`config.mk`:
```
export PLATFORM = sky130hd
export DESIGN_NAME = sync_fifo_stream_reader
export DESIGN_NICKNAME = d
export VERILOG_FILES = /design/src/rtl/fifo_pkg.sv /design/src/rtl/stream_skid_buf.sv /design/src/rtl/sync_fifo_stream_reader.sv
export SDC_FILE = /design/constraint.sdc
export NUM_CORES = 1
export LEC_CHECK = 0
export ABC_AREA = 1
export BUFFER_PORTS_ARGS = -buffer_cell sky130_fd_sc_hd__buf_2
export CORE_ASPECT_RATIO = 1.2
export CORE_MARGIN = 3
export CORE_UTILIZATION = 35
export CTS_BUF_LIST = sky130_fd_sc_hd__clkbuf_8
export CTS_CLUSTER_DIAMETER = 30
export DETAILED_ROUTE_END_ITERATION = 16
export SLEW_MARGIN = 20
export SYNTH_ARGS = -nofsm -noshare
export SYNTH_HDL_FRONTEND = slang
export SYNTH_SLANG_ARGS = --single-unit
```
`constraint.sdc`:
```
create_clock -name clk -period 1.41 [get_ports clk]
set_clock_uncertainty 0.15 [all_clocks]
set_input_delay 0.141 -clock clk [delete_from_list [all_inputs] [get_ports clk]]
set_output_delay 0.141 -clock clk [all_outputs]
set_load 0.02 [all_outputs]
```
`src/rtl/fifo_pkg.sv`:
```
// Shared types and constants for sync_fifo and its read-side engine.
// Output buffer state encoding doubles as its occupancy count.
package fifo_pkg;

  localparam int DATA_WIDTH_DEF = 8;
  localparam int BUF_DEPTH      = 2;

  typedef enum logic [1:0] {
    BUF_EMPTY = 2'd0,
    BUF_ONE   = 2'd1,
    BUF_TWO   = 2'd2
  } buf_state_e;

  // True when a new pop this cycle still fits once everything lands.
  function automatic logic has_credit(
    input logic [1:0] level,
    input logic       inflight,
    input logic       acc
  );
    logic [2:0] used;
    logic [2:0] cap;
    used = {1'b0, level} + {2'b0, inflight};
    cap  = 3'(BUF_DEPTH) + {2'b0, acc};
    return used < cap;
  endfunction

endpackage

```
`src/rtl/stream_skid_buf.sv`:
```
// Two-entry register buffer; d0 is always the oldest word.
// Simultaneous push and pop in ONE replaces the head on the same edge.
module stream_skid_buf
  import fifo_pkg::*;
#(
  parameter int DATA_WIDTH = DATA_WIDTH_DEF
) (
  input  logic                  clk,
  input  logic                  rst,
  input  logic                  clear,
  input  logic                  push,
  input  logic [DATA_WIDTH-1:0] din,
  input  logic                  pop,
  output logic [DATA_WIDTH-1:0] dout,
  output logic                  valid,
  output logic [1:0]            level
);

  buf_state_e            state_q;
  buf_state_e            state_d;
  logic [DATA_WIDTH-1:0] d0_q;
  logic [DATA_WIDTH-1:0] d1_q;

  // Occupancy register.
  always_ff @(posedge clk) begin
    if (rst) state_q <= BUF_EMPTY;
    else     state_q <= state_d;
  end

  // Next occupancy from push/pop; clear wins.
  always_comb begin
    state_d = state_q;
    unique case (state_q)
      BUF_EMPTY: if (push) state_d = BUF_ONE;
      BUF_ONE: begin
        if (push && !pop)      state_d = BUF_TWO;
        else if (pop && !push) state_d = BUF_EMPTY;
      end
      BUF_TWO: if (pop && !push) state_d = BUF_ONE;
      default: state_d = BUF_EMPTY;
    endcase
    if (clear) state_d = BUF_EMPTY;
  end

  // Data slots: fill head first, shift tail forward on pop.
  always_ff @(posedge clk) begin
    if (rst) begin
      d0_q <= '0;
      d1_q <= '0;
    end else if (!clear) begin
      if (push) begin
        if (state_q == BUF_EMPTY || (state_q == BUF_ONE && pop)) begin
          d0_q <= din;
        end else if (state_q == BUF_ONE) begin
          d1_q <= din;
        end else begin
          d0_q <= d1_q;
          d1_q <= din;
        end
      end else if (pop && state_q == BUF_TWO) begin
        d0_q <= d1_q;
      end
    end
  end

  // Credit logic upstream must never land a word into a full buffer.
  always_ff @(posedge clk) begin
    if (!rst) assert (!(push && state_q == BUF_TWO));
  end

  assign dout  = d0_q;
  assign valid = (state_q != BUF_EMPTY);
  assign level = state_q;

endmodule

```
`src/rtl/sync_fifo_stream_reader.sv`:
```
// Read-side engine for sync_fifo: pops words and streams them out
// over valid/ready, hiding the one-cycle FIFO read latency.
module sync_fifo_stream_reader
  import fifo_pkg::*;
#(
  parameter int DATA_WIDTH = DATA_WIDTH_DEF,
  parameter int CNT_WIDTH  = 16
) (
  input  logic                  clk,
  input  logic                  rst,
  input  logic                  flush,
  output logic                  fifo_rd_en,
  input  logic                  fifo_empty,
  input  logic [DATA_WIDTH-1:0] fifo_rd_data,
  output logic                  m_valid,
  input  logic                  m_ready,
  output logic [DATA_WIDTH-1:0] m_data,
  output logic [1:0]            buf_level,
  output logic [CNT_WIDTH-1:0]  pop_count
);

  logic inflight_q;
  logic accept;

  assign accept = m_valid & m_ready;

  assign fifo_rd_en = ~fifo_empty & ~flush & ~rst &
                      has_credit(buf_level, inflight_q, accept);

  // A pop accepted this cycle delivers its data next cycle.
  always_ff @(posedge clk) begin
    if (rst) inflight_q <= 1'b0;
    else     inflight_q <= fifo_rd_en & ~fifo_empty;
  end

  // Delivered-word counter; survives flush, wraps naturally.
  always_ff @(posedge clk) begin
    if (rst)         pop_count <= '0;
    else if (accept) pop_count <= pop_count + CNT_WIDTH'(1);
  end

  // A word landing on the flush edge is dropped, not pushed.
  stream_skid_buf #(
    .DATA_WIDTH(DATA_WIDTH)
  ) u_buf (
    .clk  (clk),
    .rst  (rst),
    .clear(flush),
    .push (inflight_q & ~flush),
    .din  (fifo_rd_data),
    .pop  (accept),
    .dout (m_data),
    .valid(m_valid),
    .level(buf_level)
  );

endmodule

```
==> results.json, run 1 <==
{
  "n_antenna_cell": 0,
  "clock.fmax_mhz": 580,
  "drive_above_1_share": 0.371,
  "cp.arrival_ns": 1.43,
  "status": "finished, violations left",
  "io_pins": 41,
  "clk_pin_slew_worst_paths_ns": 0.07,
  "area_growth_pct": 47.2,
  "ys_warn_count": 0,
  "cts_buffers": 5,
  "grt_start_max_net_pins": 17,
  "finalCritPeriodShare": 1.22,
  "cts_buffer_depth": 2,
  "grt_antenna_before_repair": 0,
  "yosys_register_bits": 35,
  "critical_path.cell_chain": "ha_4 > ha_4 > o21ai_2 > inv_2 > nor4_4 > buf_4",
  "maxCapViolCount": 0,
  "wl_um": 4650,
  "drc": 0,
  "cts_max_level": 2,
  "relSlewSlack": 0.808,
  "grt_first_pass_wirelength_um": 7880,
  "worst_slew_pin_slew_ns": 0.287,
  "worstPathRequired_ns": 1.12,
  "finalSetupViolations": 20,
  "syn_nets": 290,
  "avgRoutedWirePerCell_um": 11.3,
  "first_global_vias": 1763,
  "synth_area_um2": 1830,
  "cp-end-kind": "primary output",
  "num-fill-cells": 486,
  "final_common_cell": "nand2_1",
  "crit_buf_inv": 2,
  "slowest_stage": "dfxtp_4",
  "gp_congestion": 0.803,
  "clock_latency_ns": 0.29,
  "dieArea_um2": 6120,
  "r2r_slack_ns": -0.17,
  "grt_usage": 0.160,
  "dpl.hpwl_um": 3210,
  "p_leak_uw": 0.00121,
  "vdd.ir_drop.worst_mv": 0.501,
  "startpoint_type": "flip-flop",
  "syn_inst": 274,
  "io_buffers": 40,
  "viasPerCell": 4.58,
  "core-area_um2": 4970,
  "overflow": 0,
  "fin_ws_ns": -0.315,
  "avgSynthCellArea_um2": 6.66,
  "first_pass_iters": 4,
  "cp_max_fo": 4,
  "post-route-min-period_ns": 1.72,
  "slew_violations": 0,
  "violations": "negative setup slack",
  "multiInputGateArea_um2": 1070,
  "cpPeakStageDelay_ns": 0.37,
  "holdCritPathClass": "in -> reg",
  "power_density_nw_per_um2": 684,
  "cts-root-buf": "clkbuf_8",
  "cp_top_family": "flip-flops",
  "pre_cts_slack_ns": -0.193,
  "fp-row-count": 28,
  "final_cell_mix": "73 x nand2_1, 39 x buf_2, 33 x nor2_1",
  "first_iter_violations": 109,
  "layout.area.seq_um2": 724,
  "rsz0062_at_grt": "true",
  "start_util": 0.367,
  "fp.dieH_um": 85.1,
  "die_w_um": 71.9,
  "ant_nets": 0,
  "ys_seq_area_frac": 0.384,
  "clock_sinks": 35,
  "path_class": "reg -> out",
  "hold_viol_final": 0,
  "crit_path_frequent_cell": "ha_4",
  "ys_types": 31,
  "setup-tns-final_ns": -1.24,
  "final_nets": 368,
  "cts_tree": "done",
  "num_vias": 1893
}
==> flip-flops by register name, indices dropped and copies added (netlist names) <==
register,count
u_buf.dout,8
pop_count,16
u_buf.level,2
u_buf.d1_q,8
inflight_q,1
==> power breakdown <==
group / total (µW) / internal, µW / switching [µW]
clock network: 696 / 332 / 364
registers: 993 / 988 / 4.94
logic: 149 / 68.1 / 80.5
==> per-stage QoR <==
stage,std cells,power (µW),utilization,hold slack [ns],area (µm²)
global route,413,1920,0.540,0.0322,2690
finish,413,1840,0.540,0.0193,2690
floorplan,274,1090,-,0.0695,1900
detailed placement,390,1140,0.466,0.227,2320
global placement,390,1140,0.466,0.222,2320
CTS,410,1870,0.521,-0.0975,2590
==> layer usage <==
layer | routed length (µm) | share of wire | up-vias | GRT usage
met2 | 2410 | 0.52 | 31 | 0.299
met5 | 0 | 0 | - | 0
met1 | 1980 | 0.43 | 831 | 0.176
li1 | - | - | 1024 | -
met4 | 72 | 0.015 | 0 | 0.0598
met3 | 184 | 0.040 | 7 | 0.0308
==> cells in the mapped netlist, drive strengths merged <==
library cell / number / area share
buf: 7 / 0.035
dfxtp: 35 / 0.38
xnor2: 2 / 0.0096
nor3b: 1 / 0.0041
clkbuf: 2 / 0.0041
nand4: 6 / 0.024
a21oi: 20 / 0.055
nor4: 2 / 0.0069
and3: 1 / 0.0034
nor3: 5 / 0.014
nor2: 43 / 0.095
nand3: 6 / 0.019
or2: 1 / 0.0034
ha: 3 / 0.021
nand2: 78 / 0.16
inv: 34 / 0.070
clkinv: 2 / 0.0048
o21ai: 25 / 0.083
o211ai: 1 / 0.0041
==> final timing paths <==
path | startpoint | to | cells after the start
worst max-delay path | u_buf.level[0] | fifo_rd_en | 6
worst min-delay path | flush | u_buf.level[0] | 4
worst max register to register | u_buf.level[1] | pop_count[7] | 9
worst min register to register | u_buf.dout[6] | u_buf.dout[6] | 4
==> area by class of cell <==
type / instances / share of cell area
repair buffers: 80 / 0.223
clock inverters: 3 / 0.00466
flip-flops and latches: 35 / 0.270
inverters: 36 / 0.0521
multi-input cells: 194 / 0.397
clock buffers: 5 / 0.0256
well taps: 60 / 0.0279
==> cell families (layout without fill, tap and decap cells) <==
kind of cell,after synthesis,in the layout,share of synthesized area
AND/OR/NAND/NOR,143,143,0.330
flip-flops,35,35,0.384
adder cells (fa/ha/maj),3,3,0.0206
AO/OA/AOI/OAI,46,46,0.142
XOR/XNOR,2,2,0.00960
buffers and inverters,45,124,0.114
==> worst reg2reg max path, delay by kind of cell (launching register included) <==
| family | cells | cell delay, ns |
|---|---|---|
| simple gates | 6 | 0.61 |
| flops | 1 | 0.39 |
| buf+inv | 3 | 0.35 |
==> timing repair <==
item,CTS,global route
pin swaps,3,13
hold endpoints to repair,9,1
hold buffers,8,1
gates resized for setup,14,28
buffers inserted,3,3
gates cloned,1,0
setup endpoints to repair,13,26
No activity file was read; power rests on OpenSTA's default activity.
==> inputs of run 2 (changes only) <==
- CTS_BUF_LIST: sky130_fd_sc_hd__clkbuf_8 -> default
- clock period: 1.41 -> 1.53 ns (I/O delays scaled with it)
==> run 2 against run 1 <==
Effect of this change: register-to-register slack better by 0.19 ns; combinational power is 10% lower; final cell count is 2.2% lower; first-iteration DRC count is 42% lower; the run ends with negative hold slack, negative setup slack left; count of clock-buffer cells in the layout stayed put; die area stayed put; wire length is 4.0% lower; worst hold slack worse by 0.095 ns; sequential share of layout area is 0.27 points higher.
==> results.json, run 2 (same netlist as run 1, synthesis figures left out) <==
{
  "min_to": "inflight_q",
  "cts_hold_buf": 8,
  "reg2reg_to": "pop_count[9]",
  "vdd.ir_drop.worst_mv": 0.429,
  "largest_register_ffs": 16,
  "fin_ws_ns": -0.203,
  "reg2reg_from": "u_buf.level[1]",
  "grt_first_pass_wirelength_um": 7490,
  "power_density_nw_per_um2": 712,
  "min_from": "fifo_empty",
  "final_cell_mix": "72 x nand2_1, 39 x buf_2, 30 x nor2_1",
  "cts-root-buf": "clkbuf_8",
  "grt_usage": 0.152,
  "io_buffers": 40,
  "r2r_cells": 9,
  "final_nets": 359,
  "overflow": 0,
  "finalSetupViolations": 1,
  "startpoint_type": "flip-flop",
  "gp_congestion": 0.778,
  "die_w_um": 71.9,
  "first_iter_violations": 63,
  "cts_tree": "done",
  "hold_depth": 2,
  "cp_max_fo": 4,
  "holdCritPathClass": "in -> reg",
  "ant_nets": 0,
  "worstPathRequired_ns": 1.23,
  "slowest_stage": "dfxtp_4",
  "violations": "negative hold slack, negative setup slack",
  "utilization": 0.533,
  "critical_path.cell_chain": "ha_4 > ha_4 > o21ai_2 > inv_2 > nor4_4 > buf_4",
  "finalCritPeriodShare": 1.13,
  "io_pins": 41,
  "area_growth_pct": 45.2,
  "cp.arrival_ns": 1.43,
  "path_class": "reg -> out",
  "hold_ws_ns": -0.0755,
  "final_common_cell": "nand2_1",
  "n_antenna_cell": 0,
  "dpl.hpwl_um": 3170,
  "finalPower_uw": 1890,
  "drive_above_1_share": 0.355,
  "crit_path_frequent_cell": "ha_4",
  "status": "finished, violations left",
  "grt_start_max_net_pins": 17,
  "cp_top_family": "flip-flops",
  "viasPerCell": 4.64,
  "start_util": 0.367,
  "regMostFlops": "pop_count",
  "fp.dieH_um": 85.1,
  "cp-end-kind": "primary output",
  "cts_buffer_depth": 2,
  "cts_max_level": 2,
  "relSlewSlack": 0.827,
  "first_pass_iters": 4,
  "clock_latency_ns": 0.29,
  "core-area_um2": 4970,
  "grt_antenna_before_repair": 0,
  "clock.fmax_mhz": 577,
  "maxCapViolCount": 0,
  "setup-tns-final_ns": -0.203,
  "crit_buf_inv": 2,
  "clock_sinks": 35,
  "p_leak_uw": 0.00119,
  "num_vias": 1874,
  "pre_cts_slack_ns": -0.0976,
  "clk_pin_slew_worst_paths_ns": 0.07,
  "wl_um": 4470,
  "dieArea_um2": 6120,
  "worst_slew_pin_slew_ns": 0.260,
  "avgRoutedWirePerCell_um": 11.1,
  "cpPeakStageDelay_ns": 0.36,
  "drc": 0,
  "slew_violations": 0,
  "rsz0062_at_grt": "true",
  "r2r_slack_ns": 0.02,
  "cts_buffers": 5,
  "final_cells": 404,
  "place_inst": 381,
  "first_global_vias": 1756,
  "post-route-min-period_ns": 1.73,
  "fp-row-count": 28,
  "hold_viol_final": 1
}
==> run 2: cell count changes in the layout (fill, tap and decap cells not counted), sizes merged <==
cell,before,now
bufinv,0,1
clkbuf,5,6
dlygate4sd3,9,8
inv,36,34
buf,71,62
clkinv,3,4
==> run 2: per-stage QoR <==
step	hold slack [ns]	cell area [µm²]
after floorplan	0.0815	1890
after global placement	0.234	2250
after detailed placement	0.235	2250
after CTS	-0.0883	2450
after global routing	-0.0850	2650
final	-0.0755	2650
==> run 2: what timing repair did <==
item | CTS | global route
setup endpoints to repair | 1 | 16
gates cloned | 0 | 1
pin swaps | 2 | 16
setup buffers | 1 | 5
endpoints found under the hold margin | 9 | 1
resized for setup | 2 | 42
==> run 2: worst max-delay path by stage <==
stage | start | to | slack (ns) | depth (start not counted)
after floorplan | u_buf.level[0] | fifo_rd_en | -0.04 | 5
after global placement | u_buf.level[0] | fifo_rd_en | -0.06 | 6
after detailed placement | inflight_q | fifo_rd_en | -0.1 | 6
after CTS | u_buf.level[0] | fifo_rd_en | -0.25 | 6
after global routing | u_buf.level[0] | fifo_rd_en | -0.26 | 6
final | u_buf.level[0] | fifo_rd_en | -0.20 | 6
==> run 2: power breakdown <==
part	leakage [µW]	internal, µW	switching [µW]
clock	0.0000581	485	353
sequential	0.000288	910	4.84
combinational	0.000844	58.8	75.2
==> run 2: cell type report <==
type | count | area, µm²
clock inverters | 3 | 43.8
repair buffers | 71 | 522
well taps | 60 | 75.1
inverters | 36 | 140
multi-input cells | 194 | 1080
flip-flops and latches | 35 | 722
clock buffers | 5 | 68.8
fillers | 486 | 2320
==> run 2: metal layers <==
layer / GRT usage / routed length (µm) / up-vias / part of all wire
met5: 0 / 0 / - / 0
met4: 0.0821 / 99 / 0 / 0.022
met3: 0.0308 / 162 / 9 / 0.036
met2: 0.272 / 2290 / 33 / 0.51
met1: 0.164 / 1910 / 832 / 0.43
li1: - / - / 1000 / -
